[config.mk]
export PLATFORM = sky130hd
export DESIGN_NAME = control_sequencer_flat
export DESIGN_NICKNAME = d
export VERILOG_FILES = /design/src/rtl/control_sequencer_if.sv /design/src/rtl/control_sequencer.sv /design/src/flat_wrapper.sv
export SDC_FILE = /design/constraint.sdc
export NUM_CORES = 1
export LEC_CHECK = 0
export CORE_MARGIN = 1.5
export CORE_UTILIZATION = 30
export CTS_BUF_LIST = sky130_fd_sc_hd__clkbuf_4 sky130_fd_sc_hd__clkbuf_8 sky130_fd_sc_hd__clkbuf_16
export DETAILED_ROUTE_END_ITERATION = 10
export GPL_TIMING_DRIVEN = 0
export PLACE_DENSITY_LB_ADDON = 0.08
export SLEW_MARGIN = 15
export SYNTH_ARGS = -nofsm -noshare
export SYNTH_HDL_FRONTEND = slang
export SYNTH_SLANG_ARGS = --single-unit
[constraint.sdc]
create_clock -name clk -period 1.9 [get_ports clk]
set_clock_uncertainty 0.1 [all_clocks]
set_input_delay 0.38 -clock clk [delete_from_list [all_inputs] [get_ports clk]]
set_output_delay 0.38 -clock clk [all_outputs]
set_load 0.1 [all_outputs]
[src/rtl/control_sequencer_if.sv]
// Bus bundle for the control sequencer: instruction/stall/irq inputs and
// the registered micro-state, step, opcode and pulse outputs.
interface control_sequencer_if #(
  parameter int unsigned IW  = 16,
  parameter int unsigned OPW = 4,
  parameter int unsigned SW  = 8
) ();

  logic [IW-1:0]  instr;
  logic           stall;
  logic           irq;
  logic [SW-1:0]  state;
  logic [2:0]     step;
  logic [OPW-1:0] opcode_q;
  logic           instr_done;
  logic           illegal;
  logic           irq_ack;

  modport master (
    output instr, stall, irq,
    input  state, step, opcode_q, instr_done, illegal, irq_ack
  );

  modport slave (
    input  instr, stall, irq,
    output state, step, opcode_q, instr_done, illegal, irq_ack
  );

endinterface

[src/rtl/control_sequencer.sv]
// Microcoded control sequencer: fetch/decode path, per-opcode execution
// chains, an interrupt chain, and registered completion/illegal/ack pulses.
module control_sequencer #(
  parameter int unsigned IW  = 16,
  parameter int unsigned OPW = 4,
  parameter int unsigned SW  = 8
) (
  input logic                clk,
  input logic                resetn,
  control_sequencer_if.slave bus
);

  typedef enum logic [SW-1:0] {
    ST_IDLE  = SW'(6'h00), ST_DEC   = SW'(6'h01), ST_LD    = SW'(6'h02),
    ST_MOV   = SW'(6'h03), ST_LDPC  = SW'(6'h04), ST_BR    = SW'(6'h05),
    ST_SUB0  = SW'(6'h06), ST_SUB1  = SW'(6'h07), ST_SUB2  = SW'(6'h08),
    ST_ADD0  = SW'(6'h09), ST_ADD1  = SW'(6'h0A), ST_ADD2  = SW'(6'h0B),
    ST_XOR0  = SW'(6'h0C), ST_XOR1  = SW'(6'h0D), ST_XOR2  = SW'(6'h0E),
    ST_FETCH = SW'(6'h0F),
    ST_PUSH0 = SW'(6'h13), ST_PUSH1 = SW'(6'h14), ST_PUSH2 = SW'(6'h15),
    ST_PUSH3 = SW'(6'h16),
    ST_POP0  = SW'(6'h17), ST_POP1  = SW'(6'h18), ST_POP2  = SW'(6'h19),
    ST_POP3  = SW'(6'h1A),
    ST_CALL0 = SW'(6'h1B), ST_CALL1 = SW'(6'h1C), ST_CALL2 = SW'(6'h1D),
    ST_CALL3 = SW'(6'h1E), ST_CALL4 = SW'(6'h1F), ST_CALL5 = SW'(6'h20),
    ST_RET0  = SW'(6'h21), ST_RET1  = SW'(6'h22), ST_RET2  = SW'(6'h23),
    ST_RET3  = SW'(6'h24),
    ST_IRQ0  = SW'(6'h25), ST_IRQ1  = SW'(6'h26), ST_IRQ2  = SW'(6'h27),
    ST_IRQ3  = SW'(6'h28)
  } state_e;

  state_e         state_q, state_d;
  logic [2:0]     step_q, step_d;
  logic [OPW-1:0] opcode_q, opcode_d;
  logic           done_q, done_d;
  logic           ill_q, ill_d;
  logic           ack_q, ack_d;

  logic [OPW-1:0] op;
  logic           op_ext_zero;

  assign op          = bus.instr[IW-1 -: OPW];
  // Opcodes wider than 4 bits are legal only when the extension bits are zero
  assign op_ext_zero = ((op >> 4) == '0);

  // Next-state, step and pulse decode; a stall freezes everything and kills pulses
  always_comb begin
    state_d  = state_q;
    step_d   = step_q;
    opcode_d = opcode_q;
    done_d   = 1'b0;
    ill_d    = 1'b0;
    ack_d    = 1'b0;
    if (!bus.stall) begin
      state_d = ST_IDLE;
      step_d  = '0;
      case (state_q)
        ST_IDLE: begin
          if (bus.irq) begin
            state_d = ST_IRQ0;
            ack_d   = 1'b1;
          end else begin
            state_d = ST_FETCH;
          end
        end
        ST_FETCH: state_d = ST_DEC;
        ST_DEC: begin
          opcode_d = op;
          if (op_ext_zero) begin
            case (op[3:0])
              4'h0:    state_d = ST_LD;
              4'h1:    state_d = ST_MOV;
              4'h2:    state_d = ST_ADD0;
              4'h3:    state_d = ST_SUB0;
              4'h4:    state_d = ST_XOR0;
              4'h5:    state_d = ST_LDPC;
              4'h6:    state_d = ST_BR;
              4'h8:    state_d = ST_PUSH0;
              4'h9:    state_d = ST_POP0;
              4'hA:    state_d = ST_CALL0;
              4'hB:    state_d = ST_RET0;
              default: ill_d   = 1'b1;
            endcase
          end else begin
            ill_d = 1'b1;
          end
        end
        // Chain encodings are consecutive, so mid-chain states just advance by one
        ST_SUB0, ST_SUB1, ST_ADD0, ST_ADD1, ST_XOR0, ST_XOR1,
        ST_PUSH0, ST_PUSH1, ST_PUSH2, ST_POP0, ST_POP1, ST_POP2,
        ST_CALL0, ST_CALL1, ST_CALL2, ST_CALL3, ST_CALL4,
        ST_RET0, ST_RET1, ST_RET2: begin
          state_d = state_e'(state_q + SW'(1));
          step_d  = step_q + 3'd1;
        end
        ST_IRQ0, ST_IRQ1, ST_IRQ2: state_d = state_e'(state_q + SW'(1));
        ST_LD, ST_MOV, ST_LDPC, ST_BR, ST_SUB2, ST_ADD2, ST_XOR2,
        ST_PUSH3, ST_POP3, ST_CALL5, ST_RET3: done_d = 1'b1;
        default: ;
      endcase
    end
  end

  // State and output registers
  always_ff @(posedge clk or negedge resetn) begin
    if (!resetn) begin
      state_q  <= ST_IDLE;
      step_q   <= '0;
      opcode_q <= '0;
      done_q   <= 1'b0;
      ill_q    <= 1'b0;
      ack_q    <= 1'b0;
    end else begin
      state_q  <= state_d;
      step_q   <= step_d;
      opcode_q <= opcode_d;
      done_q   <= done_d;
      ill_q    <= ill_d;
      ack_q    <= ack_d;
    end
  end

  assign bus.state      = state_q;
  assign bus.step       = step_q;
  assign bus.opcode_q   = opcode_q;
  assign bus.instr_done = done_q;
  assign bus.illegal    = ill_q;
  assign bus.irq_ack    = ack_q;

endmodule

[src/flat_wrapper.sv]
// flat-port wrapper written by rule: the top's interface ports become plain ports
module control_sequencer_flat 
#(
  parameter int unsigned IW  = 16,
  parameter int unsigned OPW = 4,
  parameter int unsigned SW  = 8
)
  (clk, resetn, bus_instr, bus_stall, bus_irq, bus_state, bus_step, bus_opcode_q, bus_instr_done, bus_illegal, bus_irq_ack);
  control_sequencer_if #(.IW(IW), .OPW(OPW), .SW(SW)) bus_i ();
  input logic clk;
  input logic resetn;
  input wire logic [$bits(bus_i.instr)-1:0] bus_instr;
  input wire logic [$bits(bus_i.stall)-1:0] bus_stall;
  input wire logic [$bits(bus_i.irq)-1:0] bus_irq;
  output wire logic [$bits(bus_i.state)-1:0] bus_state;
  output wire logic [$bits(bus_i.step)-1:0] bus_step;
  output wire logic [$bits(bus_i.opcode_q)-1:0] bus_opcode_q;
  output wire logic [$bits(bus_i.instr_done)-1:0] bus_instr_done;
  output wire logic [$bits(bus_i.illegal)-1:0] bus_illegal;
  output wire logic [$bits(bus_i.irq_ack)-1:0] bus_irq_ack;
  assign bus_i.instr = bus_instr;
  assign bus_i.stall = bus_stall;
  assign bus_i.irq = bus_irq;
  assign bus_state = bus_i.state;
  assign bus_step = bus_i.step;
  assign bus_opcode_q = bus_i.opcode_q;
  assign bus_instr_done = bus_i.instr_done;
  assign bus_illegal = bus_i.illegal;
  assign bus_irq_ack = bus_i.irq_ack;
  control_sequencer #(.IW(IW), .OPW(OPW), .SW(SW)) u_core (.clk(clk), .resetn(resetn), .bus(bus_i));
endmodule
==> impl_metrics.toml, run 1 <==
[route]
vias_post_dr = 1273
ant_nets = 0
dr_iter_0_viols = 68
detail_route.first_pass.iterations = 4
post-route-drc-count = 0
routed_wirelength_um = 3726
drt-vias-per-instance = 5.487
detail_route.wl_per_cell_um = 16.06

[floorplan]
io_pins = 38
die_width_um = 68.58
die_area_sq_mm = 0.004703
floorplan.die.height_um = 68.58
std_cell_rows = 23
start_util = 0.3179
core-area_sq_mm = 0.004058

[synthesis]
synth_sequential_area_ratio = 0.3492
ys_top_cells_by_area = "dfrtp_1 (35%), mux2_2 (5.2%), ha_1 (4.8%)"
yosys_most_used_dff = "dfrtp_1"
syn_nets = 168
synthDominantCellAreaShare = 0.3492
synth-edff-count = 0
post_synth_most_frequent_cells = "dfrtp_1 (18), nand2_1 (15), clkbuf_1 (7), o21ai_1 (7)"
synth_top_cell_by_area = "dfrtp_1"
postSynthCellCount = 143
synth_xor_area_frac = 0.006790
yosys_warns = 0
synth_most_common_cell = "dfrtp_1"
syn_area_per_cell_sq_um = 9.021
mappedNetlistArea_sq_mm = 0.001290
ys_ff_latch = 18
synth_simple_gate_area_share = 0.2755
synth_async_sr_flop_share = 1.000
synth_top_family_by_area = "simple AND/OR/NAND/NOR gates"
synthMuxAreaShare = 0.06790
compound_cell_area_share_of_the_yosys_netlist = 0.2163
yosysUniqueCellTypes = 46
synth_fa_ha_area_frac = 0.04850

[job]
timing.max_cap.violations = 0

[pwr]
power.share.sequential = 0.196
switching_fraction = 0.5646
share_clk_of_total_power = 0.078
power.leakage_nw = 0.7483
powerDensity_mw_per_mm2 = 1920
ir_drop_uv = 1435
power.switching_w = 0.002144
power.combinational.fraction = 0.726
p_int_w = 0.001654

[clock_network]
cts_inserted_buffers = 3
cts_tree = "done"
clk_transition_reported_paths_ps = 80
clock_path_buffers = 2
clock_sink_count = 18
clock_tree.htree_level_count = 1
hold_buffers = 0
root_buffer = "clkbuf_8"
clkLatencyLatePin_ps = 260

[worst_setup_path]
ff2ff_path_depth = 7
crit_family = "simple AND/OR/NAND/NOR gates"
rr_endpoint = "u_core.bus.state[4]"
crit-reg2reg-launch = "u_core.bus.state[0]"
setup.worst_path.class = "register to register"
reg2reg_setup_slack_ps = -180
critical-path-slowest-cell = "dfrtp_4"
total_buffers_and_inverters_traversed_by_the_critical_path = 1
critical_path.max_fanout = 5
critical_path.cell_chain = "ha_4 > or4_4 > o311ai_4 > buf_4 > nor2_4 > nor2_4 > o211ai_1"
largest_stage_delay_on_the_critical_path_ps = 530
arrival_ps = 2110
worst_setup_path_end_kind = "register"
path_common_cell = "nor2_4"
cp.required_ps = 1930
critPathLaunchType = "register"

[status]
failed_checks = "setup timing"
outcome = "finished with violations"

[placement]
dpl_worst_slack_ps = -227.9
final_gp_congestion = 0.7674
placedInstanceArea_sq_mm = 0.001677
buffer_ports.inserted = 21
place.detailed.instances = 214
hpwl_um = 2491

[sta]
fin_crit_sh = 1.095
worstMarginPinSlew_ps = 942.5
min_period_ps = 2080
final_hold_viol_count = 0
finalSetupViolCount = 10
finalWorstSetupSlack_ps = -179.7
final_max_slew_viol_count = 0
rsz0062_at_grt = "true"
max_freq_mhz = 480.8
worst_slew_margin_rel = 0.3741
hold_slack_ps = 417.0

[layout]
layout.nets = 208
num_antenna_cells = 0
final-instance-count-excl-fill = 232
synthToLayoutAreaGrowth_pct = 53.35
final_design_area_no_fill_sq_mm = 0.001978
num-fill-cells = 371
drive_above_1_share = 0.4615

[global_route]
grt_antenna_before_repair = 0
grt.total_usage = 0.1658
grt_pass1_wl_um = 5851
first_global_vias = 1171
largest_net_degree_at_the_start_of_global_routing = 19
globalRouteOverflowTotal = 0

[min_path]
min-delay-path-class = "register to register"
worst_hold_path.num_cells = 1
hold-path-endpoint = "u_core.bus.opcode_q[1]"
hp-start = "u_core.bus.opcode_q[1]"
-- power groups by stage --
stage / registers [W] / clock network (W) / logic (W)
after floorplan: 0.00158 / 0 / 0.000951
after global placement: 0.000700 / 0 / 0.00231
after detailed placement: 0.000707 / 0 / 0.00232
after CTS: 0.000705 / 0.000305 / 0.00243
after global routing: 0.000773 / 0.000325 / 0.00290
final: 0.000744 / 0.000296 / 0.00276
-- registers in the layout, summed over array words and instances (netlist names) --
name / cells
u_core.bus.instr_done: 1
u_core.bus.illegal: 1
u_core.bus.opcode_q: 4
u_core.bus.state: 8
u_core.bus.irq_ack: 1
u_core.bus.step: 3
-- kinds of logic after synthesis --
family | Yosys count
xor+xnor | 1
mux | 8
simple gates | 60
compound gates | 39
fa+ha+maj | 5
flops | 18
buf+inv | 12
-- how the worst max path moves through the flow --
stage                             start             endpoint  slack (ps)  cells past startpoint
CTS                 u_core.bus.state[0]  u_core.bus.state[4]        -180                      6
global route        u_core.bus.state[0]  u_core.bus.state[0]        -240                      8
global placement    u_core.bus.state[0]  u_core.bus.state[4]        -200                      6
finish              u_core.bus.state[0]  u_core.bus.state[4]        -180                      7
floorplan           u_core.bus.state[0]  u_core.bus.state[5]        -230                      6
detailed placement  u_core.bus.state[5]  u_core.bus.state[4]        -230                      5
-- placed cells by master (no fill, tap or decap), drive strengths merged, types with 3 or more instances in the layout --
cell type       n
mux2            6
nand2          15
dfrtp          18
nor3            5
o21ai          11
o22ai           3
nand3b          3
buf            16
clkbuf         13
or2             4
nor2            6
a211oi          3
clkdlybuf4s15  15
a21oi           6
nor2b           3
nand2b          3
and2            4
inv             3
clkdlybuf4s50   3
ha              5
o211ai          6
nand3           6
-- cell type report --
cell class	count	area, sq um	share of cell area
tap	50	62.56	0.03163
inverter	3	18.77	0.009488
clock buffer	4	48.80	0.02467
timing repair buffer	35	321.6	0.1626
multi-input combinational	114	1016	0.5136
sequential	18	478.0	0.2416
buffer	8	32.53	0.01645
-- metal layers --
layer	wire length, um	vias up	share of wire	track usage
li1	-	606	-	-
met1	1643	607	0.44	0.2298
met2	1769	43	0.47	0.2548
met3	174	17	0.047	0.03734
met4	139	0	0.037	0.05250
met5	0	-	0	0
-- through the flow --
step | power [W] | TNS [ps] | utilization
after floorplan | 0.002532 | -1842 | -
after global placement | 0.003011 | -3260 | 0.4132
after detailed placement | 0.003028 | -3489 | 0.4132
after CTS | 0.003435 | -1192 | 0.4490
after global routing | 0.003994 | -2053 | 0.4875
final | 0.003798 | -1348 | 0.4875
-- timing repair --
| item | in CTS | in global routing |
|---|---|---|
| pin swaps | 4 | 19 |
| resized for setup | 59 | 18 |
| buffers inserted | 3 | 11 |
| setup endpoints to repair | 31 | 18 |
| endpoints found under the hold margin | 0 | 0 |
| gates cloned | 0 | 1 |
(Power assumes the default switching activity.)
==> run 2, diff against run 1 <==
Settings changed: TNS_END_PERCENT set to 30.
==> run 2 against run 1 <==
  * The run still ends with setup timing left
  * Combinational power fell by 7%
  * Routed wire length decreased by 3.1%
  * Count of clock-buffer cells in the layout unchanged
  * Non-clock buffer count fell by 5
  * Final cell count decreased by 2.6%
  * Critical path depth down 1
  * Hold slack better by 4.6 ps
  * Sequential power decreased by 6.7%
  * Largest cell class unchanged
  * Largest power group unchanged
==> impl_metrics.toml, run 2 (same netlist as run 1, synthesis figures left out) <==
[floorplan]
std_cell_rows = 23
io_pins = 38
core-area_sq_mm = 0.004058
die_area_sq_mm = 0.004703
start_util = 0.3179
die_width_um = 68.58
floorplan.die.height_um = 68.58

[pwr]
fin_total_pwr_w = 0.003560
power.leakage_nw = 0.7142
ir_drop_uv = 727.9
powerDensity_mw_per_mm2 = 1907

[sta]
min_period_ps = 2069
hold_slack_ps = 421.6
rsz0062_at_grt = "true"
max_freq_mhz = 483.4
final_hold_viol_count = 0
worstMarginPinSlew_ps = 954.9
finalWorstSetupSlack_ps = -168.7
final_max_slew_viol_count = 0
fin_crit_sh = 1.089
finalSetupViolCount = 10
worst_slew_margin_rel = 0.3659

[route]
ant_nets = 0
dr_iter_0_viols = 78
vias_post_dr = 1219
detail_route.wl_per_cell_um = 15.97
routed_wirelength_um = 3609
detail_route.first_pass.iterations = 4
post-route-drc-count = 0
drt-vias-per-instance = 5.394

[worst_setup_path]
crit_family = "compound AO/OA/AOI/OAI gates"
critical_path.max_fanout = 6
reg2reg_setup_slack_ps = -170
path_common_cell = "o211ai_1"
largest_stage_delay_on_the_critical_path_ps = 540
critical-path-slowest-cell = "or4_4"
cp.required_ps = 1930
total_buffers_and_inverters_traversed_by_the_critical_path = 0
worst_setup_path_end_kind = "register"
setup.worst_path.class = "register to register"
critPathLaunchType = "register"
critical_path.cell_chain = "ha_4 > or4_4 > o311ai_4 > o21ai_4 > o211ai_1 > o211ai_1"
arrival_ps = 2100

[layout]
num_antenna_cells = 0
largest_register_ffs = 8
num-fill-cells = 390
final-instance-count-excl-fill = 226
drive_above_1_share = 0.4205
sequential_cell_area_sq_um = 465.4
synthToLayoutAreaGrowth_pct = 44.71
multi_input_area_sq_um = 947.2
mostFrequentLayoutCells = "nand2_1 (15), clkdlybuf4s15_2 (15), dfrtp_1 (10), clkbuf_1 (7), buf_4 (7)"
layout.nets = 202

[placement]
place.detailed.instances = 214
hpwl_um = 2471
dpl_worst_slack_ps = -205.4
buffer_ports.inserted = 21
final_gp_congestion = 0.8587

[clock_network]
hold_buffers = 0
clock_path_buffers = 2
cts_tree = "done"
cts_inserted_buffers = 3
clock_tree.htree_level_count = 1
root_buffer = "clkbuf_8"
clk_transition_reported_paths_ps = 70
clkLatencyLatePin_ps = 260
clock_sink_count = 18

[global_route]
globalRouteOverflowTotal = 0
largest_net_degree_at_the_start_of_global_routing = 19
grt.total_usage = 0.1755
first_global_vias = 1263
grt_antenna_before_repair = 0
grt_pass1_wl_um = 6113

[min_path]
min-delay-path-class = "register to register"

[status]
failed_checks = "setup timing"
outcome = "finished with violations"

[job]
timing.max_cap.violations = 0
run 2: path summary, 6_finish.rpt:
kind,from,endpoint,cells after the start
max in group asynchronous,resetn,u_core.bus.state[0],1
min,u_core.bus.opcode_q[2],u_core.bus.opcode_q[2],1
max reg2reg,u_core.bus.state[0],u_core.bus.state[4],6
min reg2reg,u_core.bus.opcode_q[2],u_core.bus.opcode_q[2],1
min in group asynchronous,resetn,u_core.bus.opcode_q[1],1
max,u_core.bus.state[0],u_core.bus.state[4],6
run 2: final cells by class:
| type | instances | share of cell area |
|---|---|---|
| Inverter | 3 | 0.008713 |
| Tap cell | 50 | 0.03351 |
| Multi-Input combinational cell | 113 | 0.5074 |
| Sequential cell | 18 | 0.2493 |
| Clock buffer | 4 | 0.02614 |
| Buffer | 9 | 0.01877 |
| Timing Repair Buffer | 29 | 0.1562 |
run 2: what timing repair did:
| item | in CTS | in global routing |
|---|---|---|
| setup endpoints to repair | 31 | 17 |
| hold endpoints to repair | 0 | 0 |
| resized for setup | 59 | 10 |
| pin swaps | 5 | 9 |
| setup buffers | 2 | 6 |
run 2: metal layers:
| layer | vias up | share of wire | GRT usage |
|---|---|---|---|
| li1 | 599 | - | - |
| met1 | 598 | 0.48 | 0.2263 |
| met5 | - | 0 | 0 |
| met4 | 0 | 0.012 | 0.05250 |
| met3 | 5 | 0.028 | 0.02597 |
| met2 | 17 | 0.48 | 0.3017 |
run 2: metrics by stage:
stage	TNS [ps]	utilization	instance area, sq um
floorplan	-2040	-	1369
global placement	-3108	0.4046	1642
detailed placement	-3266	0.4046	1642
CTS	-1405	0.4360	1769
global route	-2167	0.4601	1867
finish	-1253	0.4601	1867
run 2: where the power goes:
part / switching, W / leakage, nW / internal (W) / total [W]
combinational: 0.00174 / 0.464 / 0.000828 / 0.00257
sequential: 0.000165 / 0.224 / 0.000528 / 0.000694
clock: 0.000137 / 0.0262 / 0.000163 / 0.000301
total: 0.00204 / 0.714 / 0.00152 / 0.00356
run 2: worst register-to-register path: stages, from the launching register on:
cell      delay, ps
dfrtp_4         530
ha_4            190
or4_4           540
o311ai_4        130
o21ai_4         140
o211ai_1        180
o211ai_1        110
==> run 3, diff against run 2 <==
Settings changed: PLACE_DENSITY_LB_ADDON 0.08 to unset.
==> run 3 against run 2 <==
  * Critical endpoint unchanged
  * Global-route usage fell by 1.7 points
  * The flow still finishes with violations (setup timing)
  * Largest cell class unchanged
  * Combinational power fell by 2%
  * Critical path depth is the same
==> impl_metrics.toml, run 3 (same netlist as run 1, synthesis figures left out) <==
[placement]
dpl_worst_slack_ps = -198.7
placedInstanceArea_sq_mm = 0.001642
hpwl_um = 2384
final_gp_congestion = 0.8210
buffer_ports.inserted = 21

[pwr]
switching_fraction = 0.5767
powerDensity_mw_per_mm2 = 1921
ir_drop_uv = 1080
share_clk_of_total_power = 0.091
fin_total_pwr_w = 0.003538
power.combinational.fraction = 0.715
power.share.sequential = 0.194
power.switching_w = 0.002041
power.leakage_nw = 0.6886
p_int_w = 0.001498

[floorplan]
std_cell_rows = 23
die_area_sq_mm = 0.004703
floorplan.die.height_um = 68.58
core-area_sq_mm = 0.004058
start_util = 0.3179
die_width_um = 68.58
io_pins = 38

[sta]
worst_slew_margin_rel = 0.4430
fin_crit_sh = 1.080
min_period_ps = 2052
final_max_slew_viol_count = 0
rsz0062_at_grt = "true"
final.setup.tns_ps = -857.4
finalSetupViolCount = 9
max_freq_mhz = 487.3
finalWorstSetupSlack_ps = -151.9
final_hold_viol_count = 0
worstMarginPinSlew_ps = 832.9

[clock_network]
cts_tree = "done"
cts_inserted_buffers = 3
clock_path_buffers = 2
clock_tree.htree_level_count = 1
clk_transition_reported_paths_ps = 70
clkLatencyLatePin_ps = 260
clock_sink_count = 18
root_buffer = "clkbuf_8"
hold_buffers = 0

[layout]
multi_input_area_sq_um = 948.4
num-fill-cells = 379
layout.nets = 201
mostFrequentLayoutCells = "nand2_1 (15), clkdlybuf4s15_2 (15), dfrtp_1 (10), clkbuf_1 (7)"
drive_above_1_share = 0.4229
sequential_cell_area_sq_um = 465.4
largest_register_ffs = 8
final_design_area_no_fill_sq_mm = 0.001842
synthToLayoutAreaGrowth_pct = 42.77
num_antenna_cells = 0

[global_route]
first_global_vias = 1176
global_routing_met1_resource_utilization = 0.2093
globalRouteOverflowTotal = 0
grt.met3_usage = 0.02922
globalRoute.busiestLayer = "met2"
grt_antenna_before_repair = 0
grt_pass1_wl_um = 5589
largest_net_degree_at_the_start_of_global_routing = 19
grt.total_usage = 0.1580
met2_usage = 0.2608

[worst_setup_path]
critPathLaunchType = "register"
critical_path.max_fanout = 6
reg2reg_setup_slack_ps = -150
arrival_ps = 2080
worst_setup_path_end_kind = "register"
cp.required_ps = 1930
setup.worst_path.class = "register to register"

[route]
detail_route.first_pass.iterations = 4
routed_wirelength_um = 3576
ant_nets = 0
dr_iter_0_viols = 93
post-route-drc-count = 0
drt-vias-per-instance = 5.564
vias_post_dr = 1252
detail_route.wl_per_cell_um = 15.89

[status]
outcome = "finished with violations"
failed_checks = "setup timing"

[min_path]
min-delay-path-class = "register to register"

[job]
timing.max_cap.violations = 0
-- run 3: cell count changes in the layout (fill, tap and decap cells not counted), sizes merged --
cell / previous run / this run
clkdlybuf4s15: 16 / 15
o211ai: 5 / 6
clkbuf: 13 / 14
buf: 10 / 8
-- run 3: stage by stage --
step	hold slack [ps]	std cells	utilization
after floorplan	-15.59	143	-
after global placement	402.4	214	0.4046
after detailed placement	394.9	214	0.4046
after CTS	421.1	218	0.4329
after global routing	443.1	225	0.4539
final	414.6	225	0.4539
-- run 3: power groups by stage --
| stage | logic (W) | registers [W] | clock network (W) |
|---|---|---|---|
| floorplan | 0.000909 | 0.00156 | 0 |
| global placement | 0.00224 | 0.000681 | 0 |
| detailed placement | 0.00227 | 0.000689 | 0 |
| CTS | 0.00232 | 0.000684 | 0.000335 |
| global route | 0.00266 | 0.000717 | 0.000350 |
| finish | 0.00253 | 0.000685 | 0.000323 |
-- run 3: layout make-up --
type,count,share of cell area
Sequential cell,18,0.2527
Inverter,3,0.008832
Clock buffer,4,0.02989
Timing Repair Buffer,27,0.1406
Buffer,9,0.01902
Multi-Input combinational cell,114,0.5149
Tap cell,50,0.03397
-- run 3: path summary, 6_finish.rpt --
path                                          end                   start  depth (start not counted)
min reg2reg                u_core.bus.opcode_q[1]  u_core.bus.opcode_q[1]                          1
max                           u_core.bus.state[4]     u_core.bus.state[0]                          6
max in group asynchronous     u_core.bus.state[0]                  resetn                          1
max reg2reg                   u_core.bus.state[4]     u_core.bus.state[0]                          6
min in group asynchronous   u_core.bus.instr_done                  resetn                          1
min                        u_core.bus.opcode_q[1]  u_core.bus.opcode_q[1]                          1
-- run 3: critical path: stages, from the launching register on --
cell and delay, ps:
dfrtp_4 530, ha_4 200, or4_4 540, o311ai_4 120, o21ai_4 150, o211ai_1 180, o211ai_1 100
-- run 3: repair_timing --
item	in CTS	in global routing
pin swaps	3	7
resized for setup	58	10
buffers inserted	0	6
gates cloned	0	1
setup endpoints to repair	31	16
-- run 3: per-layer routing --
layer,vias up,wire length [um]
met5,-,0
met4,0,22
met3,5,209
met2,49,1748
met1,603,1595
li1,595,-
